**config.mk**
```make
export PLATFORM = sky130hd
export DESIGN_NAME = mac_unit_param
export DESIGN_NICKNAME = d
export VERILOG_FILES = /design/src/rtl/mac_unit_param.sv
export SDC_FILE = /design/constraint.sdc
export NUM_CORES = 1
export LEC_CHECK = 0
export BUFFER_PORTS_ARGS = -buffer_cell sky130_fd_sc_hd__buf_2
export CAP_MARGIN = 40
export CORE_MARGIN = 8
export CORE_UTILIZATION = 60
export DETAILED_ROUTE_END_ITERATION = 7
export PLACE_DENSITY = 0.78
export SLEW_MARGIN = 20
export SYNTH_ARGS = -nofsm -noshare
export SYNTH_HDL_FRONTEND = slang
export SYNTH_SLANG_ARGS = --single-unit
```
**constraint.sdc**
```tcl
create_clock -name clk -period 9 [get_ports clk]
set_input_delay 0.9 -clock clk [delete_from_list [all_inputs] [get_ports clk]]
set_output_delay 0.9 -clock clk [all_outputs]
set_load 0.1 [all_outputs]
```
**src/rtl/mac_unit_param.sv**
```systemverilog
// Purpose : iterative multiply-accumulate; BPC multiplier bits retired per cycle, signed guarded accumulator.
// Latency : XLEN/BPC + 1 cycles from the start accept edge to the acc_valid pulse.
// Backpr. : no handshake; start_mul is only sampled in IDLE, so starts while busy are dropped.
//
// Ports:
//   clk, rst               clock, synchronous active-low reset
//   rs1, rs2               multiplicand / multiplier, with per-operand signed flags
//   sub_mode               0: acc += product, 1: acc -= product
//   start_mul, clear_acc   start request (IDLE only); clear + abort
//   mac_result             signed accumulator, ACC_W = 2*XLEN+ACC_GUARD bits
//   acc_valid              one-cycle pulse when mac_result was just updated
//   acc_busy               operation in flight
//   acc_ovf                sticky overflow (saturation or wrap)
module mac_unit_param #(
  parameter int XLEN      = 32,
  parameter int BPC       = 4,
  parameter int ACC_GUARD = 8,
  parameter int SATURATE  = 1
) (
  input  logic                                clk,
  input  logic                                rst,
  input  logic [XLEN-1:0]                     rs1,
  input  logic [XLEN-1:0]                     rs2,
  input  logic                                rs1_signed,
  input  logic                                rs2_signed,
  input  logic                                sub_mode,
  input  logic                                start_mul,
  input  logic                                clear_acc,
  output logic signed [2*XLEN+ACC_GUARD-1:0]  mac_result,
  output logic                                acc_valid,
  output logic                                acc_busy,
  output logic                                acc_ovf
);

  localparam int ACC_W = 2*XLEN + ACC_GUARD;
  localparam int PW    = 2*XLEN;             // unsigned product magnitude width
  localparam int EW    = ACC_W + 2;          // accumulate width, never overflows
  localparam int N     = XLEN / BPC;         // MUL cycles
  localparam int CW    = (N > 1) ? $clog2(N) : 1;

  typedef enum logic [1:0] {S_IDLE, S_MUL, S_ACC} state_e;

  state_e             state_q;
  logic [PW-1:0]      a_sh_q;     // |a| shifted to the weight of the current digit
  logic [XLEN-1:0]    b_q;        // remaining digits of |b|, consumed LSB first
  logic               neg_q;
  logic               sub_q;
  logic [PW-1:0]      prod_q;
  logic [CW-1:0]      cnt_q;
  logic [ACC_W-1:0]   acc_q;
  logic               vld_q;
  logic               ovf_q;

  logic               a_neg, b_neg;
  logic [XLEN-1:0]    a_mag, b_mag;
  logic [PW-1:0]      part;
  logic [PW-1:0]      prod_d;
  logic [PW:0]        p_mag, p_sgn;
  logic [EW-1:0]      p_ext, acc_ext, sum;
  logic               ovf_now;
  logic [ACC_W-1:0]   acc_d;

  always_comb begin
    a_neg   = rs1_signed & rs1[XLEN-1];
    b_neg   = rs2_signed & rs2[XLEN-1];
    a_mag   = a_neg ? -rs1 : rs1;
    b_mag   = b_neg ? -rs2 : rs2;

    part    = a_sh_q * {{(PW-BPC){1'b0}}, b_q[BPC-1:0]};
    prod_d  = prod_q + part;

    // One extra bit so an unsigned*unsigned maximum product stays positive.
    p_mag   = {1'b0, prod_q};
    p_sgn   = neg_q ? -p_mag : p_mag;
    p_ext   = {{(EW-PW-1){p_sgn[PW]}}, p_sgn};
    acc_ext = {{2{acc_q[ACC_W-1]}}, acc_q};
    sum     = sub_q ? (acc_ext - p_ext) : (acc_ext + p_ext);

    // In range iff the bits above the ACC_W sign bit all match it.
    ovf_now = (sum[EW-1:ACC_W-1] != 3'b000) && (sum[EW-1:ACC_W-1] != 3'b111);

    acc_d   = sum[ACC_W-1:0];
    if (ovf_now && (SATURATE != 0)) begin
      acc_d = sum[EW-1] ? {1'b1, {(ACC_W-1){1'b0}}} : {1'b0, {(ACC_W-1){1'b1}}};
    end
  end

  always_ff @(posedge clk) begin
    if (!rst) begin
      state_q <= S_IDLE;
      a_sh_q  <= '0;
      b_q     <= '0;
      neg_q   <= 1'b0;
      sub_q   <= 1'b0;
      prod_q  <= '0;
      cnt_q   <= '0;
      acc_q   <= '0;
      vld_q   <= 1'b0;
      ovf_q   <= 1'b0;
    end else begin
      vld_q <= 1'b0;
      if (clear_acc) begin
        acc_q <= '0;
        ovf_q <= 1'b0;
      end
      case (state_q)
        S_IDLE: begin
          // A start is still accepted alongside a clear; it then accumulates onto 0.
          if (start_mul) begin
            a_sh_q  <= {{XLEN{1'b0}}, a_mag};
            b_q     <= b_mag;
            neg_q   <= a_neg ^ b_neg;
            sub_q   <= sub_mode;
            prod_q  <= '0;
            cnt_q   <= '0;
            state_q <= S_MUL;
          end
        end
        S_MUL: begin
          if (clear_acc) begin
            state_q <= S_IDLE;
          end else begin
            prod_q <= prod_d;
            a_sh_q <= a_sh_q << BPC;
            b_q    <= b_q >> BPC;
            cnt_q  <= cnt_q + 1'b1;
            if (cnt_q == CW'(N-1)) begin
              state_q <= S_ACC;
            end
          end
        end
        S_ACC: begin
          if (!clear_acc) begin
            acc_q <= acc_d;
            ovf_q <= ovf_q | ovf_now;
            vld_q <= 1'b1;
          end
          state_q <= S_IDLE;
        end
        default: state_q <= S_IDLE;
      endcase
    end
  end

  assign mac_result = acc_q;
  assign acc_valid  = vld_q;
  assign acc_busy   = (state_q != S_IDLE);
  assign acc_ovf    = ovf_q;

endmodule

```
==> results of run 1 <==
[power breakdown]
group	internal (mW)	switching [mW]	leakage [nW]
Combinational	0.849	1.39	11.0
Sequential	1.10	0.0534	1.95
Clock	0.718	0.498	0.456
Total	2.66	1.94	13.4
[final cells by class]
cell class                 count  area (um2)  area share [%]
inverter                     187         702            2.39
sequential                   241        4830            16.5
clock buffer                  35         726            2.47
clock inverter                15         233           0.793
multi-input combinational   2838       21000            71.7
timing repair buffer         178        1070            3.65
tap                          600         751            2.56
[metrics by stage]
step / setup slack (ps) / power (mW) / hold WS, ps
CTS: 569 / 4.55 / 451
floorplan: 2520 / 2.85 / 426
global placement: 868 / 3.29 / 432
detailed placement: 643 / 3.34 / 437
global route: 113 / 4.85 / 477
finish: 779 / 4.60 / 445
[cell usage in the layout (no fill, tap or decap), drive strengths merged, types with 18 or more instances in the layout]
master    n
inv     189
nor2b    97
nor3     60
o21ai   213
o21bai   25
or4      26
maj3     24
nand2   420
nand2b   39
and3     36
a31oi    44
o31ai    41
buf     178
fa      183
xor2    169
ha      144
xnor2   138
o41ai    30
or3      31
a22o     35
a21o     82
a211oi   30
nand3    61
clkbuf   35
nor2    159
and2    116
a21boi   18
a21oi   286
nand4    43
nor4     33
dfxtp   241
a22oi    67
[cell usage after synthesis, drive strengths merged, types with 8 or more instances]
library cell / count / area share (%)
nand3: 61 / 1.1
nand2: 420 / 5.7
nand2b: 39 / 0.89
or4: 26 / 0.74
and3: 36 / 0.82
ha: 144 / 6.6
or2: 15 / 0.34
or3: 31 / 0.71
nor2b: 97 / 2.2
clkbuf: 183 / 2.5
nor3: 60 / 1.1
and4: 10 / 0.33
a21o: 82 / 2.2
o31ai: 41 / 1.2
a21oi: 286 / 5.2
fa: 183 / 13
o21bai: 25 / 0.68
buf: 38 / 0.81
a22o: 35 / 1.1
o211ai: 16 / 0.44
o21ai: 213 / 3.9
nor2: 159 / 2.2
o31a: 10 / 0.32
a31oi: 44 / 1.1
a21boi: 18 / 0.49
o21a: 16 / 0.44
a22oi: 67 / 1.8
a211oi: 30 / 0.84
and2: 116 / 2.6
inv: 187 / 2.6
xnor2: 138 / 4.5
o2111ai: 9 / 0.29
xor2: 169 / 5.4
dfxtp: 241 / 18
nand4: 43 / 0.98
o41ai: 30 / 0.98
o211a: 10 / 0.36
a311oi: 8 / 0.26
maj3: 24 / 0.90
nor4: 33 / 1.1
[critical path, stage by stage, from the launching register on]
cell and delay [ps]:
dfxtp_1 390, inv_1 90, ha_1 220, nor2b_1 480, nand2_1 440, or4_4 640, o41ai_1 320, xor2_1 300
nand4_1 230, or3_1 470, nor3_1 430, nor2_1 100, xor2_1 170, ha_1 400, and3_1 230, and3_1 200
nand4_1 150, nor4_1 580, o31ai_1 280, o211a_1 280, o221ai_1 180, a21oi_1 190, xnor2_4 200, xnor2_4 300
nand3_2 360, buf_4 340, a31oi_1 170
[registers in the layout (all words and copies together), names as in the netlist]
register,flops
neg_q,1
a_sh_q,64
b_q,32
acc_ovf,1
acc_valid,1
sub_q,1
mac_result,72
prod_q,64
state_q,2
cnt_q,3
[final timing paths]
check        cells after the start  slack (ps)              to  startpoint
min                              2         450         acc_ovf     acc_ovf
min reg2reg                      2         450         acc_ovf     acc_ovf
max reg2reg                     26         780  mac_result[48]   prod_q[0]
max                             26         780  mac_result[48]   prod_q[0]
[layer usage]
layer | part of all wire (%) | GRT usage (%) | wire length, um
met5 | 0 | 0 | 0
met4 | 3.0 | 8.35 | 2370
met3 | 7.8 | 4.74 | 6150
met2 | 45 | 45.9 | 35200
met1 | 45 | 39.6 | 35300
[kinds of logic after synthesis]
logic type | synth area share, %
simple gates | 21.6
compound gates | 23.7
buf+inv | 5.90
fa+ha+maj | 20.8
xor+xnor | 10.0
flops | 17.6
mux | 0.460
[repair_timing]
action | CTS | global route
resized for setup | 0 | 1
setup endpoints to repair | 0 | 17
buffers inserted | 0 | 0
==> reports/qor.csv, run 1 <==
stage;metric;value;unit
run_status;outcome;complete, no violations;
synth;ys_ff_latch;241;
route;ant_nets;0;
setup_path;startpoint_type;register;
die;coreArea;0.0453;mm2
setup_path;critPathKind;register to register;
timing;fin_crit_sh;91.3;%
finish;fin_nets;3871;
setup_path;crit_arrival;8730;ps
setup_path;worstPathRequired;9510;ps
placement;gp_congestion;0.973;
timing;rsz0062_at_grt;false;
synth;syn-num-nets;3886;
global_route;grt_pass1_vias;25113;
power_and_ir_drop;power.density;157;mW/mm2
timing;fin_setup_tns;0;ps
cts;numCtsBuffers;27;
timing;clock.fmax;122;MHz
finish;final_area;0.0294;mm2
timing;worst_pin_slew;765;ps
synth;ys_seq_area_share;17.6;%
power_and_ir_drop;p_leak;13.4;nW
finish;final_layout_size_suffix_gt1_share;8.24;%
synth;yosys_most_used_dff;dfxtp_1;
placement;place_inst;4039;
route;routed_wl;79000;um
synth;synth-edff-count;0;
timing;hold_violations;0;
die;rows;78;
power_and_ir_drop;irDropWorstVdd;208;uV
synth;synth_cell_type_count;93;
cts;clkSinkCount;241;
timing;post-route-min-period;8220;ps
placement;place_area;0.0283;mm2
setup_path;crit_fanout;17;
synth;syn_inst;3488;
die;start_util;60.6;%
timing;slew_headroom;49.0;%
setup_path;worstSetupEndpointType;register;
route;drc;0;
finish;area_growth_syn_to_layout;6.98;%
cts;cts_tree;built;
die;ios;146;
die;die_w;230;um
cts;root_buffer;clkbuf_16;
cts;cts_buffer_depth;3;
finish;antenna_cells;0;
route;vias_per_cell;6.28;
synth;yosys_warnings;0;
placement;hpwl;61100;um
finish;final_core_util;64.8;%
timing;slew_violations;0;
cts;worstSkewPairLatency;590;ps
synth;syn_area_per_cell;7.87;um2
cts;cts.clk_slew.worst_paths;70;ps
global_route;grt-ovfl-total;0;
timing;setup_violations;0;
finish;final_cells;4094;
synth;synth_area;0.0274;mm2
synth;async_flop_share;0;%
placement;port_buffers;145;
cts;ctsHoldBuffers;0;
route;vias;25724;
finish;fillers;3960;
global_route;grt_max_degree;103;
global_route;grt_pass1_wl;129000;um
die;dieHeight;230;um
route;drtIter0Drc;2337;
timing;finalClockSkew;12.7;ps
cts;h-tree-depth;1;
route;dr.pass1.iters;6;
route;wl_per_cell;19.3;um
die;die-area;0.0528;mm2
flow_run;maxCapViolCount;0;
worst_hold_path;hold_class;register to register;
global_route;antenna_found_initial;0;
global_route;grt_usage;28.7;%
No activity file was read; power rests on OpenSTA's default activity.
==> run 2: changes to the inputs <==
--- a/config.mk
+++ b/config.mk
@@ -6,9 +6,9 @@
 export NUM_CORES = 1
 export LEC_CHECK = 0
 export BUFFER_PORTS_ARGS = -buffer_cell sky130_fd_sc_hd__buf_2
-export CAP_MARGIN = 40
-export CORE_MARGIN = 8
+export CAP_MARGIN = 30
 export CORE_UTILIZATION = 60
+export CTS_CLUSTER_SIZE = 16
 export DETAILED_ROUTE_END_ITERATION = 7
 export PLACE_DENSITY = 0.78
 export SLEW_MARGIN = 20
==> reports/qor.csv, run 2 (same netlist as run 1, synthesis figures left out) <==
stage;metric;value;unit;change
placement;gp_congestion;1.02;;+4.7%
route;drc;0;;unchanged
timing;post-route-min-period;8310;ps;+91.9 ps
cts;worstSkewPairLatency;620;ps;+30 ps
power_and_ir_drop;power.density;159;mW/mm2;+1.6%
die;dieHeight;216;um;-6.1%
setup_path;critPathKind;register to register;;
global_route;grt_usage;33.6;%;+4.9 points
finish;antenna_cells;0;;unchanged
finish;layout_common_cells;nand2_1, a21oi_1, dfxtp_1;;
die;coreArea;0.0447;mm2;-1.3%
timing;worst_pin_slew;960;ps;+194 ps
finish;fillers;3900;;-1.5%
placement;place_ws;665;ps;+22.5 ps
cts;root_buffer;clkbuf_16;;
timing;fin_setup_tns;0;ps;unchanged
finish;final_common_cell;nand2_1;;
route;routed_wl;79400;um;+0.47%
global_route;grt_pass1_wl;129000;um;+0.21%
route;vias;25719;;-0.019%
cts;cts.clk_slew.worst_paths;70;ps;about the same
global_route;antenna_found_initial;2;;+2
timing;clock.fmax;120;MHz;-1.1%
cts;numCtsBuffers;28;;+3.7%
timing;rsz0062_at_grt;false;;
timing;slew_headroom;36.0;%;-13 points
timing;slew_violations;0;;unchanged
flow_run;maxCapViolCount;0;;unchanged
timing;setup_violations;0;;unchanged
global_route;grt-ovfl-total;0;;unchanged
die;die-area;0.0466;mm2;-12%
route;ant_nets;0;;unchanged
die;rows;77;;-1.3%
die;die_w;216;um;-6.1%
timing;fin_crit_sh;92.4;%;+1.0 points
cts;cts_buffer_depth;3;;unchanged
route;wl_per_cell;19.5;um;+0.76%
power_and_ir_drop;irDropWorstVdd;159;uV;-23%
die;start_util;61.4;%;+0.79 points
power_and_ir_drop;p_leak;13.4;nW;about the same
run_status;outcome;complete, no violations;;
finish;final_layout_size_suffix_gt1_share;8.34;%;+0.095 points
cts;cts_setup_buffers;0;;unchanged
cts;cts_tree;built;;
route;drtIter0Drc;2056;;-12%
global_route;grt_pass1_vias;24624;;-1.9%
finish;area_growth_syn_to_layout;6.87;%;
placement;port_buffers;145;;unchanged
cts;h-tree-depth;1;;unchanged
finish;largest_register_ffs;72;;unchanged
finish;final_core_util;65.6;%;+0.77 points
finish;fin_nets;3866;;-0.13%
cts;clkSinkCount;241;;unchanged
timing;worst_slack;687;ps;-91.9 ps
setup_path;worstPathRequired;9510;ps;about the same
timing;hold_violations;0;;unchanged
die;ios;146;;unchanged
timing;worst_hold_slack;463;ps;+17.6 ps
setup_path;crit_arrival;8820;ps;+90 ps
global_route;grt_max_degree;121;;+17%
worst_hold_path;hold_class;register to register;;
route;vias_per_cell;6.30;;+0.27%
setup_path;startpoint_type;register;;
placement;hpwl;61500;um;+0.71%
route;dr.pass1.iters;6;;unchanged
setup_path;crit_fanout;41;;+24
timing;finalClockSkew;42.9;ps;+30.2 ps
setup_path;worstSetupEndpointType;register;;
## run 2: cell type report
class / count / area [um2] / area share (%)
Multi-Input combinational cell: 2838 / 21000 / 71.8
Sequential cell: 241 / 4830 / 16.5
Inverter: 187 / 702 / 2.39
Clock buffer: 28 / 701 / 2.39
Clock inverter: 24 / 357 / 1.22
Timing Repair Buffer: 172 / 946 / 3.23
Tap cell: 592 / 741 / 2.53
## run 2: layer usage
layer | global-route usage [%] | up-vias | part of all wire (%)
li1 | - | 12257 | -
met3 | 3.88 | 134 | 7.2
met1 | 46.5 | 12271 | 44
met4 | 8.09 | 0 | 2.4
met5 | 0 | - | 0
met2 | 55.8 | 1057 | 46
## run 2: worst max-delay path: stages (launching register included)
cell and delay [ps]:
dfxtp_1 370, nor3_1 660, nand4_1 610, o41ai_1 560, xor2_1 260, nor3b_1 450, nand4_1 250, or3_1 460
nor3_1 460, nor2_1 100, xor2_1 170, ha_1 400, and3_1 230, and3_1 180, nand4_1 140, nor4_1 590
o31ai_1 320, o211a_1 280, o221ai_1 180, a21oi_1 210, xnor3_4 640, maj3_1 470, a21oi_1 180
## run 2: what timing repair did
item,CTS,global route
setup endpoints to repair,0,2
hold buffers,0,0
resized for setup,0,2
## run 2: through the flow
step	cell area (um2)	power, mW	instances
after global routing	29300	4.92	4082
after CTS	29300	4.65	4080
after detailed placement	28200	3.34	4028
final	29300	4.67	4082
after global placement	28200	3.30	4028
after floorplan	27400	2.85	3488
## run 2: report_power, final
group / internal [mW] / switching [mW]
combinational: 0.824 / 1.38
clock: 0.782 / 0.531
sequential: 1.10 / 0.0555
total: 2.70 / 1.97
## run 2: worst paths after layout
path | startpoint | to | slack (ps) | cells past startpoint
setup / recovery | prod_q[1] | mac_result[23] | 690 | 22
setup reg to reg | prod_q[1] | mac_result[23] | 690 | 22
hold / removal | b_q[31] | b_q[31] | 460 | 2
hold reg to reg | b_q[31] | b_q[31] | 460 | 2
==> run 3: changes to the inputs <==
--- a/config.mk
+++ b/config.mk
@@ -7,6 +7,7 @@
 export LEC_CHECK = 0
 export BUFFER_PORTS_ARGS = -buffer_cell sky130_fd_sc_hd__buf_2
 export CAP_MARGIN = 30
+export CORE_MARGIN = 5
 export CORE_UTILIZATION = 60
 export CTS_CLUSTER_SIZE = 16
 export DETAILED_ROUTE_END_ITERATION = 7
==> reports/qor.csv, run 3 (same netlist as run 1, synthesis figures left out) <==
stage;metric;value;unit;change
run_status;outcome;complete, no violations;;
finish;final_cells;4092;;+0.24%
die;ios;146;;unchanged
finish;multiInputGateArea;0.0211;mm2;about the same
timing;rsz0062_at_grt;false;;
timing;fin_setup_tns;0;ps;unchanged
global_route;grt_pass1_wl;128000;um;-0.81%
timing;finalClockSkew;57.3;ps;+14.4 ps
power_and_ir_drop;p_leak;13.4;nW;about the same
global_route;grt-ovfl-total;0;;unchanged
setup_path;crit_fanout;16;;-61%
setup_path;setup.worst_path.start;prod_q[1];;
worst_hold_path;min_from;b_q[1];;
setup_path;path_buf_inv;2;;+2
setup_path;cp_common_cell;nand4_1;;
die;start_util;60.6;%;-0.79 points
setup_path;crit_arrival;8820;ps;about the same
power_and_ir_drop;power.density;156;mW/mm2;-2.1%
global_route;grt_pass1_vias;24465;;-0.65%
global_route;antenna_found_initial;0;;-2
timing;slew_violations;0;;unchanged
cts;h-tree-depth;1;;unchanged
cts;cts_tree;built;;
finish;final_layout_size_suffix_gt1_share;8.33;%;about the same
power_and_ir_drop;power_switching;1.95;mW;-0.89%
power_and_ir_drop;power.share.clock;26.3;%;-1.8 points
power_and_ir_drop;combPwrFrac;48.6;%;+1.4 points
placement;hpwl;61800;um;+0.41%
cts;cts.clk_slew.worst_paths;60;ps;about the same
route;dr.pass1.iters;8;;+2
finish;antenna_cells;0;;unchanged
die;dieHeight;224;um;+3.7%
setup_path;critPathKind;register to register;;
global_route;grt_usage;30.5;%;-3.2 points
die;die-area;0.0501;mm2;+7.5%
timing;post-route-min-period;8330;ps;+12.5 ps
route;vias_per_cell;6.28;;-0.33%
finish;fin_nets;3870;;+0.10%
power_and_ir_drop;seqPwrFrac;25.1;%;+0.4 points
timing;slew_headroom;35.1;%;-0.90 points
cts;root_buffer;clkbuf_16;;
timing;hold_violations;0;;unchanged
flow_run;maxCapViolCount;0;;unchanged
setup_path;reg2reg_from;prod_q[1];;
route;drtIter0Drc;2291;;+11%
cts;worstSkewPairLatency;620;ps;about the same
die;rows;78;;+1.3%
setup_path;cpPeakStageDelay;650;ps;about the same
finish;layout_common_cells;nand2_1, a21oi_1, dfxtp_1;;
setup_path;crit_family;simple AND/OR/NAND/NOR gates;;
setup_path;worstSetupEndpointType;register;;
finish;largest_register_ffs;72;;unchanged
setup_path;cpMaxStageDelayCell;or4_4;;
route;routed_wl;79800;um;+0.55%
placement;gp_congestion;0.960;;-5.8%
finish;layout.area.seq;0.00483;mm2;about the same
setup_path;worstPathRequired;9500;ps;about the same
timing;worst_pin_slew;973;ps;+13.6 ps
die;coreArea;0.0453;mm2;+1.3%
finish;final_common_cell;nand2_1;;
timing;clock.fmax;120;MHz;-0.15%
finish;fillers;3957;;+1.5%
route;wl_per_cell;19.5;um;+0.30%
finish;final_core_util;64.7;%;-0.92 points
cts;clkSinkCount;241;;unchanged
power_and_ir_drop;intPower;2.62;mW;-3.2%
worst_hold_path;hold_class;register to register;;
power_and_ir_drop;irDropWorstVdd;201;uV;+26%
timing;fin_crit_sh;92.5;%;+0.14 points
die;die_w;224;um;+3.7%
power_and_ir_drop;netSwitchingFraction;42.7;%;+0.57 points
cts;numCtsBuffers;28;;unchanged
route;ant_nets;0;;unchanged
global_route;grt_max_degree;111;;-8.3%
route;drc;0;;unchanged
timing;worst_hold_slack;458;ps;-5.06 ps
setup_path;startpoint_type;register;;
route;vias;25696;;-0.089%
finish;area_growth_syn_to_layout;6.73;%;
setup_path;rrSetupSlack;670;ps;about the same
placement;place_inst;4036;;+0.20%
cts;cts_buffer_depth;3;;unchanged
timing;setup_violations;0;;unchanged
placement;port_buffers;145;;unchanged
==> run 3: power by group through the flow <==
stage                     sequential [mW]  combinational (mW)  clock, mW
after floorplan                      1.14                1.71          0
after CTS                            1.15                2.18       1.22
after global placement               1.17                2.13          0
final                                1.15                2.22       1.20
after detailed placement             1.17                2.17          0
after global routing                 1.15                2.41       1.26
==> run 3: worst paths after layout <==
kind / end / cells after the start
worst max-delay path: mac_result[64] / 26
worst min-delay path: b_q[1] / 2
worst max register to register: mac_result[64] / 26
worst min register to register: b_q[1] / 2
==> run 3: layout make-up <==
| type | count | area share (%) |
|---|---|---|
| Multi-Input combinational cell | 2838 | 71.9 |
| Timing Repair Buffer | 176 | 3.40 |
| Inverter | 187 | 2.40 |
| Clock inverter | 12 | 0.513 |
| Tap cell | 600 | 2.56 |
| Clock buffer | 38 | 2.76 |
| Sequential cell | 241 | 16.5 |
==> run 3: worst register-to-register path, stage by stage (launching register included) <==
cell	delay, ps
dfxtp_1	370
inv_1	80
ha_1	230
nor2b_1	540
nand2_1	470
or4_4	650
o41ai_1	330
xor2_1	310
nand4_1	230
and2b_1	340
nand2b_1	140
nor3_1	480
nand4_1	190
nor2b_1	180
xnor2_1	170
ha_1	460
nand4_1	190
nor4_2	570
o31ai_1	310
o211a_1	290
o221ai_1	180
a21oi_1	190
xnor2_4	200
xnor2_4	320
nand3_2	370
buf_4	340
a21oi_1	150
==> run 3: metrics by stage <==
step / power, mW / worst slack [ps] / area, um2
after floorplan: 2.85 / 2520 / 27400
after global placement: 3.30 / 609 / 28200
after detailed placement: 3.34 / 293 / 28200
after CTS: 4.54 / 266 / 29200
after global routing: 4.82 / 212 / 29300
final: 4.57 / 674 / 29300
==> run 3: metal layers <==
layer	vias to the layer above	part of all wire (%)	GRT usage, %
li1	12272	-	-
met1	12286	44	42.6
met2	989	45	49.9
met3	149	7.5	4.22
met4	0	2.9	7.96
met5	-	0	0
==> run 3: what timing repair did <==
| action | 4_1_cts | 5_1_grt |
|---|---|---|
| buffers inserted | 0 | 3 |
| setup endpoints to repair | 0 | 27 |
| gates resized for setup | 0 | 3 |
| hold buffers | 0 | 0 |
